==> config.mk <==
export PLATFORM = sky130hd
export DESIGN_NAME = jzjpcc_mmio_uart_tx_flat
export DESIGN_NICKNAME = d
export VERILOG_FILES = /design/src/rtl/jzjpcc_mmio_uart_tx_if.sv /design/src/rtl/jzjpcc_mmio_uart_tx.sv /design/src/flat_wrapper.sv
export SDC_FILE = /design/constraint.sdc
export NUM_CORES = 1
export LEC_CHECK = 0
export CAP_MARGIN = 10
export CORE_MARGIN = 1
export CORE_UTILIZATION = 46
export CTS_CLUSTER_SIZE = 14
export DETAILED_ROUTE_END_ITERATION = 16
export PLACE_DENSITY = 0.8
export SLEW_MARGIN = 20
export SYNTH_ARGS = -nofsm -noshare
export SYNTH_HDL_FRONTEND = slang
export SYNTH_SLANG_ARGS = --single-unit
export TNS_END_PERCENT = 10
==> constraint.sdc <==
create_clock -name clock -period 2.3 [get_ports clock]
set_input_delay 0.345 -clock clock [delete_from_list [all_inputs] [get_ports clock]]
set_output_delay 0.345 -clock clock [all_outputs]
set_load 0.01 [all_outputs]
==> src/rtl/jzjpcc_mmio_uart_tx_if.sv <==
// MMIO register pair plus serial line between the jzjpcc core and the UART transmitter.
interface jzjpcc_mmio_uart_tx_if;
   logic [31:0] mmioOutput;  // command word written by the core
   logic [31:0] mmioInput;   // status word read back by the core
   logic        tx;          // serial line, idle high

   // Core side: drives commands, observes status and line
   modport master (
      output mmioOutput,
      input  mmioInput,
      input  tx
   );

   // Transmitter side: consumes commands, drives status and line
   modport slave (
      input  mmioOutput,
      output mmioInput,
      output tx
   );
endinterface

==> src/rtl/jzjpcc_mmio_uart_tx.sv <==
// 8N1 UART transmitter behind a jzjpcc MMIO register pair, with toggle req/ack
// handshake and a one-byte holding buffer in front of the shifter.
module jzjpcc_mmio_uart_tx #(
   parameter int unsigned CLOCKS_PER_BIT = 434
) (
   input  logic                   clock,
   input  logic                   reset,
   jzjpcc_mmio_uart_tx_if.slave   bus
);

   localparam int unsigned CNT_W = $clog2(CLOCKS_PER_BIT);
   localparam logic [CNT_W-1:0] CNT_MAX = CNT_W'(CLOCKS_PER_BIT - 1);

   typedef enum logic [1:0] {S_IDLE, S_START, S_DATA, S_STOP} state_t;

   state_t           r_state, w_state_nxt;
   logic [7:0]       r_holding, w_holding_nxt;
   logic             r_holding_full, w_holding_full_nxt;
   logic [7:0]       r_shifter, w_shifter_nxt;
   logic [CNT_W-1:0] r_cnt, w_cnt_nxt;
   logic [2:0]       r_bit_idx, w_bit_idx_nxt;
   logic             r_ack, w_ack_nxt;
   logic             r_tog_q;
   logic             r_overrun, w_overrun_nxt;
   logic             r_tx, w_tx_nxt;
   logic             r_busy;

   logic             w_toggle;
   logic             w_pending;
   logic             w_overrun_set;
   logic             w_unused;

   assign w_toggle      = bus.mmioOutput[8];
   assign w_pending     = (w_toggle != r_ack);
   // A toggle edge arriving while the previous request was still unacknowledged
   assign w_overrun_set = (w_toggle != r_tog_q) && (r_tog_q != r_ack);
   assign w_unused      = ^bus.mmioOutput[31:10];

   // Next-state, handshake and datapath logic
   always_comb begin
      w_state_nxt        = r_state;
      w_holding_nxt      = r_holding;
      w_holding_full_nxt = r_holding_full;
      w_shifter_nxt      = r_shifter;
      w_cnt_nxt          = r_cnt;
      w_bit_idx_nxt      = r_bit_idx;
      w_ack_nxt          = r_ack;
      w_overrun_nxt      = r_overrun;
      w_tx_nxt           = 1'b1;

      // Capture only into an empty slot, judged on pre-edge fullness
      if (w_pending && !r_holding_full) begin
         w_holding_nxt      = bus.mmioOutput[7:0];
         w_holding_full_nxt = 1'b1;
         w_ack_nxt          = w_toggle;
      end

      // Set beats clear when both happen together
      if (w_overrun_set) begin
         w_overrun_nxt = 1'b1;
      end else if (bus.mmioOutput[9]) begin
         w_overrun_nxt = 1'b0;
      end

      case (r_state)
         S_IDLE: begin
            if (r_holding_full) begin
               w_state_nxt        = S_START;
               w_shifter_nxt      = r_holding;
               w_holding_full_nxt = 1'b0;
               w_cnt_nxt          = CNT_MAX;
            end
         end
         S_START: begin
            if (r_cnt == '0) begin
               w_state_nxt   = S_DATA;
               w_bit_idx_nxt = 3'd0;
               w_cnt_nxt     = CNT_MAX;
            end else begin
               w_cnt_nxt = r_cnt - CNT_W'(1);
            end
         end
         S_DATA: begin
            if (r_cnt == '0) begin
               w_shifter_nxt = {1'b0, r_shifter[7:1]};
               w_cnt_nxt     = CNT_MAX;
               if (r_bit_idx == 3'd7) begin
                  w_state_nxt = S_STOP;
               end else begin
                  w_bit_idx_nxt = r_bit_idx + 3'd1;
               end
            end else begin
               w_cnt_nxt = r_cnt - CNT_W'(1);
            end
         end
         S_STOP: begin
            if (r_cnt == '0) begin
               w_cnt_nxt = CNT_MAX;
               if (r_holding_full) begin
                  w_state_nxt        = S_START;
                  w_shifter_nxt      = r_holding;
                  w_holding_full_nxt = 1'b0;
               end else begin
                  w_state_nxt = S_IDLE;
               end
            end else begin
               w_cnt_nxt = r_cnt - CNT_W'(1);
            end
         end
         default: begin
            w_state_nxt = S_IDLE;
         end
      endcase

      // Line level follows the state being entered so tx stays registered
      case (w_state_nxt)
         S_START: w_tx_nxt = 1'b0;
         S_DATA:  w_tx_nxt = w_shifter_nxt[0];
         default: w_tx_nxt = 1'b1;
      endcase
   end

   // State and datapath registers
   always_ff @(posedge clock or posedge reset) begin
      if (reset) begin
         r_state        <= S_IDLE;
         r_holding      <= 8'd0;
         r_holding_full <= 1'b0;
         r_shifter      <= 8'd0;
         r_cnt          <= '0;
         r_bit_idx      <= 3'd0;
         r_ack          <= 1'b0;
         r_tog_q        <= 1'b0;
         r_overrun      <= 1'b0;
         r_tx           <= 1'b1;
         r_busy         <= 1'b0;
      end else begin
         r_state        <= w_state_nxt;
         r_holding      <= w_holding_nxt;
         r_holding_full <= w_holding_full_nxt;
         r_shifter      <= w_shifter_nxt;
         r_cnt          <= w_cnt_nxt;
         r_bit_idx      <= w_bit_idx_nxt;
         r_ack          <= w_ack_nxt;
         r_tog_q        <= w_toggle;
         r_overrun      <= w_overrun_nxt;
         r_tx           <= w_tx_nxt;
         r_busy         <= (w_state_nxt != S_IDLE);
      end
   end

   assign bus.mmioInput = {28'd0, r_overrun, r_ack, r_holding_full, r_busy};
   assign bus.tx        = r_tx;

endmodule

==> src/flat_wrapper.sv <==
// flat-port wrapper written by rule: the top's interface ports become plain ports
module jzjpcc_mmio_uart_tx_flat 
#(
   parameter int unsigned CLOCKS_PER_BIT = 434
)
  (clock, reset, bus_mmioOutput, bus_mmioInput, bus_tx);
  jzjpcc_mmio_uart_tx_if bus_i ();
  input  logic clock;
  input  logic reset;
  input wire logic [$bits(bus_i.mmioOutput)-1:0] bus_mmioOutput;
  output wire logic [$bits(bus_i.mmioInput)-1:0] bus_mmioInput;
  output wire logic [$bits(bus_i.tx)-1:0] bus_tx;
  assign bus_i.mmioOutput = bus_mmioOutput;
  assign bus_mmioInput = bus_i.mmioInput;
  assign bus_tx = bus_i.tx;
  jzjpcc_mmio_uart_tx #(.CLOCKS_PER_BIT(CLOCKS_PER_BIT)) u_core (.clock(clock), .reset(reset), .bus(bus_i));
endmodule
==> run_results.csv, run 1 <==
group,metric,value,unit
placement,port_buffers,16,
grt,grt_max_degree,37,
drt,wl_met1,1634,um
cells_and_area,drive_above_1_share,13.25,%
drt,drtIter0Drc,80,
yosys,syn_area,2100,um2
worst_setup_path,startpoint_type,"register",
yosys,yosysTopAreaCell,"dfrtp_1",
power_and_ir_drop,ir_worst_vdd,466.0,uV
sta,rsz0062_at_grt,"no",
grt,track_usage,15.95,%
drt,routed.top_layer,"met4",
sta,min_period,2077,ps
worst_setup_path,critPathKind,"register to register",
floorplan,die-area,4839,um2
placement,gp_congestion,0.8462,
cts,cts_resized,0,
min_path,min_path_type,"input pin to async pin",
yosys,synth_top_area_share,41.72,%
floorplan,dieHeight,69.56,um
yosys,yosysWarnings,0,
placement,hpwl,2630,um
floorplan,io_pins,67,
yosys,ys_ff_latch,36,
floorplan,initial_core_util,47.89,%
cells_and_area,final_nets,275,
drt,drc,0,
yosys,synth_cells,213,
power_and_ir_drop,power,2.770,mW
power_and_ir_drop,power_density,1185,nW/um2
worst_setup_path,cp-end-kind,"register",
sta,clock_skew,6.610,ps
power_and_ir_drop,power_leakage,1.058,nW
cts,h-tree-depth,2,
sta,relSlewSlack,67.47,%
job,maxCapViolCount,0,
grt,antenna_found_initial,0,
yosys,synth_cell_types,50,
sta,tns,0,ps
drt,wl_met2,1679,um
grt,grt_pass1_wl,6168,um
sta,fmax,481.5,MHz
cts,postCtsSetupBuffers,0,
cells_and_area,fill_cells,382,
worst_setup_path,crit_required,2510,ps
worst_setup_path,crit_fanout,5,
cells_and_area,n_antenna_cell,0,
cts,cts_hold_buf,0,
sta,finalCritPeriodShare,90.31,%
yosys,synth_edf_count,0,
floorplan,row_count,24,
grt,grt_pass1_vias,1385,
sta,final_max_slew_viol_count,0,
cts,insertion_delay,290,ps
sta,hold_violations,0,
drt,wire_per_inst,12.40,um
yosys,yosysMostFrequentCell,"dfrtp_1",
yosys,synthTopCellsByCount,"dfrtp_1, buf_4, nand2_1, nor2_1, inv_1",
drt,wirelength,3545,um
sta,finalSetupViolations,0,
drt,antenna_left,0,
drt,viasPerCell,5.269,
cts,ctsLongestPathBuffers,2,
cts,root_buffer,"clkbuf_8",
yosys,ys.flop_type,"dfrtp_1",
cts,numCtsBuffers,5,
yosys,ys_async_sr_fraction,100.0,%
drt,num_vias,1507,
worst_setup_path,rr_worst_depth,8,
yosys,synth.avg_cell_area,9.857,um2
yosys,synth_area_leaders,"dfrtp_1, buf_4, mux2_2, ha_1, nand2_1",
floorplan,die_w,69.56,um
yosys,ys_seq_area_share,42.97,%
sta,tightest_slew,481.2,ps
drt,drt_first_pass_iters,4,
drt,met3WireLength,146,um
cts,clock-sinks,36,
floorplan,placeableCoreArea,4384,um2
worst_setup_path,cp.arrival,2290,ps
cts,clkSlewWorstSetupHoldPaths,70,ps
grt,grt_overflow,0,
run_status,outcome,"complete, no violations",
cells_and_area,syn_to_final_growth,11.38,%
cts,cts_tree,"done",
-- layer usage --
layer,GRT usage (%),up-vias
met2,26.32,52
met3,2.180,7
met1,20.44,716
met5,0,-
li1,-,732
met4,8.163,0
-- metrics by stage --
stage | worst slack [ps] | area [um2] | hold slack, ps | util [%] | instances
3_3_place_gp | 283.5 | 2212 | 462.0 | 50.46 | 278
5_1_grt | 40.01 | 2338 | 510.8 | 53.34 | 286
4_1_cts | 219.2 | 2338 | 462.7 | 53.34 | 286
2_1_floorplan | 438.4 | 2201 | 376.4 | - | 240
3_5_place_dp | 254.2 | 2212 | 477.2 | 50.46 | 278
6_report | 223.0 | 2338 | 452.4 | 53.34 | 286
-- report_power, final --
group	internal (mW)	switching (mW)	total (mW)
Clock	0.382	0.221	0.603
Sequential	0.870	0.183	1.05
Combinational	0.528	0.586	1.11
Total	1.78	0.990	2.77
-- cell type report --
class | instances | area (um2) | share of cell area [%]
multi-input combinational | 158 | 1006 | 43.02
sequential | 36 | 902.1 | 38.58
timing repair buffer | 21 | 197.7 | 8.454
clock buffer | 7 | 96.34 | 4.120
tap | 52 | 65.06 | 2.782
inverter | 11 | 41.29 | 1.766
clock inverter | 1 | 30.03 | 1.284
-- path summary, 6_finish.rpt --
path                                              from  slack [ps]                         endpoint
setup / recovery           u_core.r_cnt[0]$_DFFE_PP0P_         220          u_core.bus.tx$_DFF_PP1_
setup reg to reg           u_core.r_cnt[0]$_DFFE_PP0P_         220          u_core.bus.tx$_DFF_PP1_
hold reg to reg               u_core.r_tog_q$_DFF_PP0_         490     u_core.r_overrun$_DFFE_PP0P_
min in group clock            u_core.r_tog_q$_DFF_PP0_         490     u_core.r_overrun$_DFFE_PP0P_
max in group asynchronous                        reset        1510          u_core.bus.tx$_DFF_PP1_
hold / removal                                   reset         450  u_core.r_holding[5]$_DFFE_PP0P_
-- critical path: stages, from the launching register on --
cell and delay, ps:
dfrtp_1 380, inv_1 100, ha_1 220, nor4b_1 430, nand2_1 210, a221o_1 380, inv_1 80, nor2_1 40
a41oi_1 150
-- cells in the final DEF (no fill, tap or decap), types with 2 or more instances in the layout --
master,synthesis,routed
nand2_1,18,18
nand3_1,5,5
nor3_1,3,3
or3_1,2,2
o21ai_0,5,5
mux2i_1,4,4
and3_1,2,2
xnor2_1,4,4
clkbuf_8,0,7
a22o_1,4,4
mux2_2,9,9
dfrtp_1,35,35
ha_1,8,8
inv_1,10,10
o21ai_1,8,8
a21oi_1,8,8
conb_1,1,28
xor2_1,2,2
a22oi_1,2,2
a21o_1,2,2
nor2_1,17,17
buf_4,32,5
o2bb2ai_1,3,3
clkdlybuf4s50_1,0,16
-- flip-flops by register name (all words and copies together) (netlist names) --
name and cells:
u_core.r_cnt 9, u_core.r_holding 8, u_core.r_shifter 8, u_core.r_bit_idx 3
u_core.r_state 2, u_core.bus.tx 1, u_core.r_ack 1, u_core.r_busy 1
u_core.r_holding_full 1, u_core.r_overrun 1, u_core.r_tog_q 1
-- kinds of logic after synthesis --
group	after synthesis	share of synthesized area [%]
adder cells (fa/ha/maj)	8	4.768
AND/OR/NAND/NOR	58	14.24
AO/OA/AOI/OAI	45	14.66
multiplexers	13	6.734
flip-flops	36	42.97
buffers and inverters	46	13.95
other	1	0.1786
XOR/XNOR	6	2.503
Power figures use the tool's default switching activity.
==> run 2: changes to the inputs <==
- CORE_UTILIZATION: 46 -> 52
- DONT_BUFFER_PORTS: default -> 1
- GPL_ROUTABILITY_DRIVEN: default -> 0
- PLACE_DENSITY: 0.8 -> 0.67
==> run_results.csv, run 2 (synthesis gave the netlist of run 1 again) <==
group,metric,value,unit
grt,track_usage,19.76,%
worst_setup_path,reg2reg_setup_slack,170,ps
cts,cts_tree,"done",
cts,root_buffer,"clkbuf_8",
power_and_ir_drop,ir_worst_vdd,770.4,uV
cells_and_area,reg_top3,"u_core.r_cnt x9, u_core.r_holding x8, u_core.r_shifter x8",
power_and_ir_drop,power_leakage,0.9807,nW
cells_and_area,final_cell_mix,"dfrtp_1, conb_1, nand2_1",
cells_and_area,final_cell_area,2157,um2
worst_setup_path,startpoint_type,"register",
cts,insertion_delay,290,ps
worst_setup_path,r2r_start,"u_core.r_cnt[0]$_DFFE_PP0P_",
sta,finalCritPeriodShare,92.48,%
worst_setup_path,rr_worst_depth,7,
cells_and_area,final_nets,258,
cells_and_area,seqCellArea,902.1,um2
sta,clock_skew,4.607,ps
grt,grt_pass1_wl,6354,um
floorplan,dieHeight,65.54,um
worst_setup_path,critPathKind,"register to register",
cells_and_area,layout_commonest_cell,"dfrtp_1",
worst_setup_path,cp-end-kind,"register",
worst_setup_path,crit_required,2520,ps
power_and_ir_drop,power,2.641,mW
drt,wire_per_inst,14.13,um
worst_setup_path,crit_chain,"inv_1 -> ha_1 -> or4b_1 -> nor2_4 -> a21oi_2 -> nand2b_4 -> o2bb2ai_1",
cts,clock-sinks,36,
worst_setup_path,reg2reg_to,"u_core.r_shifter[5]$_DFFE_PP0P_",
worst_setup_path,startpoint,"u_core.r_cnt[0]$_DFFE_PP0P_",
floorplan,die-area,4295,um2
cells_and_area,fill_cells,334,
sta,fmax,470.1,MHz
floorplan,die_w,65.54,um
drt,num_vias,1442,
cts,cts_resized,0,
placement,hpwl,2788,um
cells_and_area,multiInputGateArea,1012,um2
cts,clkSlewWorstSetupHoldPaths,70,ps
grt,grt_pass1_vias,1401,
sta,hold_violations,0,
grt,grt_overflow,0,
job,maxCapViolCount,0,
floorplan,initial_core_util,55.67,%
cts,numCtsBuffers,5,
drt,drc,0,
drt,drtIter0Drc,78,
sta,finalSetupViolations,0,
drt,viasPerCell,5.442,
cells_and_area,syn_to_final_growth,2.741,%
cells_and_area,largest_reg_flops,9,
placement,placed_cell_area,2039,um2
cts,postCtsSetupBuffers,0,
worst_setup_path,crit_fanout,8,
worst_setup_path,crit_slowest_cell,"or4b_1",
grt,antenna_found_initial,0,
cts,cts_hold_buf,0,
grt,grt_max_degree,37,
cts,ctsLongestPathBuffers,2,
drt,wirelength,3744,um
sta,min_period,2127,ps
worst_setup_path,crit_path_max_incr_delay,550,ps
floorplan,io_pins,67,
floorplan,placeableCoreArea,3771,um2
placement,port_buffers,0,
worst_setup_path,crit_end,"u_core.r_shifter[5]$_DFFE_PP0P_",
cells_and_area,drive_above_1_share,14.29,%
drt,antenna_left,0,
min_path,min_path_type,"input pin to async pin",
run_status,outcome,"complete, no violations",
cts,h-tree-depth,2,
sta,tns,0,ps
worst_setup_path,worst-path-stages,7,
cells_and_area,top_register,"u_core.r_cnt",
worst_setup_path,crit_family,"simple AND/OR/NAND/NOR gates",
cells_and_area,n_antenna_cell,0,
worst_setup_path,cp.arrival,2340,ps
sta,rsz0062_at_grt,"no",
sta,final_max_slew_viol_count,0,
floorplan,row_count,22,
drt,drt_first_pass_iters,5,
worst_setup_path,path_buf_inv,1,
power_and_ir_drop,power_density,1224,nW/um2
==> run 2: changes by cell type in the layout (fill, tap and decap cells not counted), sizes merged <==
cell / delta
clkbuf: -2
buf: -1
clkinvlp: +1
clkdlybuf4s50: -16
clkinv: +1
==> run 2: power breakdown <==
group	internal (mW)	total, mW	leakage, nW	switching (mW)
registers	0.870	1.08	0.441	0.207
clock network	0.320	0.546	0.0541	0.226
logic	0.445	1.02	0.486	0.573
==> run 2: stage by stage <==
stage	hold WS (ps)	utilization (%)	setup WS, ps	instances
CTS	44.30	57.03	108.4	265
global route	65.92	57.20	18.18	265
floorplan	376.4	-	438.4	240
detailed placement	365.8	54.08	147.5	257
finish	19.48	57.20	172.9	265
global placement	358.2	54.08	252.0	257
==> run 2: area by class of cell <==
cell class	count	area share, %
Inverter	11	1.914
Sequential cell	36	41.82
Clock buffer	5	3.190
Clock inverter	3	1.972
Timing Repair Buffer	4	1.392
Tap cell	48	2.784
Multi-Input combinational cell	158	46.93
==> run 2: worst min-delay path by stage <==
stage	startpoint	endpoint	slack [ps]	cells after the start
2_1_floorplan	bus_mmioOutput[8]	u_core.r_tog_q$_DFF_PP0_	380	0
3_3_place_gp	reset	u_core.r_cnt[7]$_DFFE_PP0P_	360	2
3_5_place_dp	reset	u_core.r_cnt[6]$_DFFE_PP0P_	370	2
4_1_cts	reset	u_core.r_holding[5]$_DFFE_PP0P_	40	2
5_1_grt	reset	u_core.r_holding[6]$_DFFE_PP0P_	70	2
6_report	reset	u_core.r_holding[5]$_DFFE_PP0P_	20	2
==> run 2: worst reg2reg max path: stages (launching register included) <==
cell and delay [ps]:
dfrtp_1 380, inv_1 110, ha_1 240, or4b_1 550
nor2_4 220, a21oi_2 160, nand2b_4 210, o2bb2ai_1 170
==> run 2: metal layers <==
layer / vias up / wire length [um] / GRT usage [%]
met1: 689 / 1662 / 25.67
li1: 694 / - / -
met3: 6 / 197 / 5.382
met4: 0 / 38 / 8.696
met2: 53 / 1846 / 30.67
met5: - / 0 / 0
==> run 3: changes to the inputs <==
- PLACE_DENSITY: 0.67 -> default
- PLACE_DENSITY_LB_ADDON: default -> 0.1
==> run_results.csv, run 3 (synthesis gave the netlist of run 1 again) <==
group,metric,value,unit
grt,grt_pass1_vias,1410,
cells_and_area,final_cell_mix,"dfrtp_1, conb_1, nand2_1",
cts,ctsLongestPathBuffers,2,
floorplan,die_w,65.54,um
worst_setup_path,startpoint_type,"register",
cells_and_area,final_core_util,56.40,%
drt,num_vias,1439,
sta,final_max_slew_viol_count,0,
drt,wl_met2,1682,um
placement,port_buffers,0,
cts,postCtsSetupBuffers,0,
drt,wl_met1,1684,um
floorplan,io_pins,67,
grt,antenna_found_initial,0,
drt,drtIter0Drc,106,
worst_setup_path,path_buf_inv,1,
drt,routed.top_layer,"met4",
cells_and_area,top_register,"u_core.r_cnt",
cts,h-tree-depth,2,
cells_and_area,fill_cells,332,
worst_setup_path,crit_chain,"inv_1 -> ha_1 -> or4b_1 -> nor2_4 -> a21oi_2 -> a21o_1 -> o2bb2ai_1",
sta,clock_skew,6.808,ps
cells_and_area,final_cell_area,2127,um2
grt,grt_pass1_wl,6313,um
grt,grt_max_degree,37,
cts,clock-sinks,36,
cells_and_area,reg_top3,"u_core.r_cnt x9, u_core.r_holding x8, u_core.r_shifter x8",
worst_setup_path,crit_path_max_incr_delay,550,ps
sta,finalSetupViolations,0,
worst_setup_path,cp-end-kind,"register",
cts,clkSlewWorstSetupHoldPaths,70,ps
power_and_ir_drop,ir_worst_vdd,604.3,uV
worst_setup_path,cp.arrival,2270,ps
grt,grt_overflow,0,
drt,drt_first_pass_iters,4,
cells_and_area,drive_above_1_share,13.36,%
drt,met3WireLength,153,um
cells_and_area,final_nets,258,
worst_setup_path,crit_family,"simple AND/OR/NAND/NOR gates",
drt,wire_per_inst,13.65,um
cells_and_area,largest_reg_flops,9,
sta,hold_violations,0,
power_and_ir_drop,power_leakage,0.9689,nW
run_status,outcome,"complete, no violations",
worst_setup_path,rr_worst_depth,7,
worst_setup_path,worst-path-stages,7,
worst_setup_path,crit_required,2470,ps
cells_and_area,layout_commonest_cell,"dfrtp_1",
sta,fmax,476.5,MHz
cells_and_area,n_antenna_cell,0,
worst_setup_path,critPathKind,"register to register",
worst_setup_path,crit_fanout,8,
sta,hold-worst-slack,44.61,ps
min_path,min_path_type,"input pin to async pin",
sta,rsz0062_at_grt,"no",
floorplan,initial_core_util,55.67,%
sta,fin_ws,201.4,ps
placement,place_ws,247.7,ps
floorplan,row_count,22,
cts,root_buffer,"clkbuf_8",
worst_setup_path,crit_slowest_cell,"or4b_1",
sta,tns,0,ps
cells_and_area,syn_to_final_growth,1.311,%
drt,drc,0,
placement,hpwl,2601,um
sta,finalCritPeriodShare,91.24,%
power_and_ir_drop,power_density,1177,nW/um2
job,maxCapViolCount,0,
floorplan,placeableCoreArea,3771,um2
cts,insertion_delay,290,ps
grt,track_usage,19.61,%
drt,wirelength,3618,um
drt,viasPerCell,5.430,
placement,placed_cell_area,2039,um2
sta,min_period,2099,ps
floorplan,die-area,4295,um2
floorplan,dieHeight,65.54,um
cts,cts_tree,"done",
drt,antenna_left,0,
cts,numCtsBuffers,5,
[run 3: worst paths after layout]
check | from | to | slack (ps)
min in group clock | bus_mmioOutput[8] | u_core.r_tog_q$_DFF_PP0_ | 80
max in group asynchronous | reset | u_core.bus.tx$_DFF_PP1_ | 1910
min | reset | u_core.r_shifter[7]$_DFFE_PP0P_ | 40
max reg2reg | u_core.r_cnt[0]$_DFFE_PP0P_ | u_core.r_shifter[6]$_DFFE_PP0P_ | 200
min reg2reg | u_core.r_shifter[5]$_DFFE_PP0P_ | u_core.r_shifter[5]$_DFFE_PP0P_ | 500
max | u_core.r_cnt[0]$_DFFE_PP0P_ | u_core.r_shifter[6]$_DFFE_PP0P_ | 200
[run 3: area by class of cell]
class	instances	area, um2	area share, %
repair buffers	4	30.03	1.412
flip-flops and latches	36	902.1	42.41
clock inverters	1	5.005	0.2353
clock buffers	7	76.32	3.588
inverters	11	41.29	1.941
multi-input cells	158	1012	47.59
well taps	48	60.06	2.824
[run 3: worst register-to-register path: cells and delay by family, from the launching register on]
family,cells,cell delay [ps]
AOI/OAI and AO/OA,3,480
adders and majority gates,1,230
buffers and inverters,1,110
DFF,1,380
and+or+nand+nor,2,780
[run 3: routing by layer]
metal	global-route usage, %	vias up
met5	0	-
met4	11.96	0
met3	4.340	10
met2	29.51	47
met1	25.53	691
li1	-	691
[run 3: metrics by stage]
step	std cells	power [mW]
floorplan	240	1.907
global placement	257	2.043
detailed placement	257	2.080
CTS	265	2.518
global route	265	2.707
finish	265	2.504
[run 3: what timing repair did]
| action | CTS | global route |
|---|---|---|
| setup endpoints to repair | 0 | 1 |
| resized for setup | 0 | 2 |
| hold buffers | 0 | 0 |
[run 3: where the power goes]
| part | leakage [nW] | internal (mW) | switching (mW) |
|---|---|---|---|
| clock | 0.0422 | 0.212 | 0.213 |
| sequential | 0.441 | 0.871 | 0.205 |
| combinational | 0.486 | 0.444 | 0.559 |
| total | 0.969 | 1.53 | 0.977 |
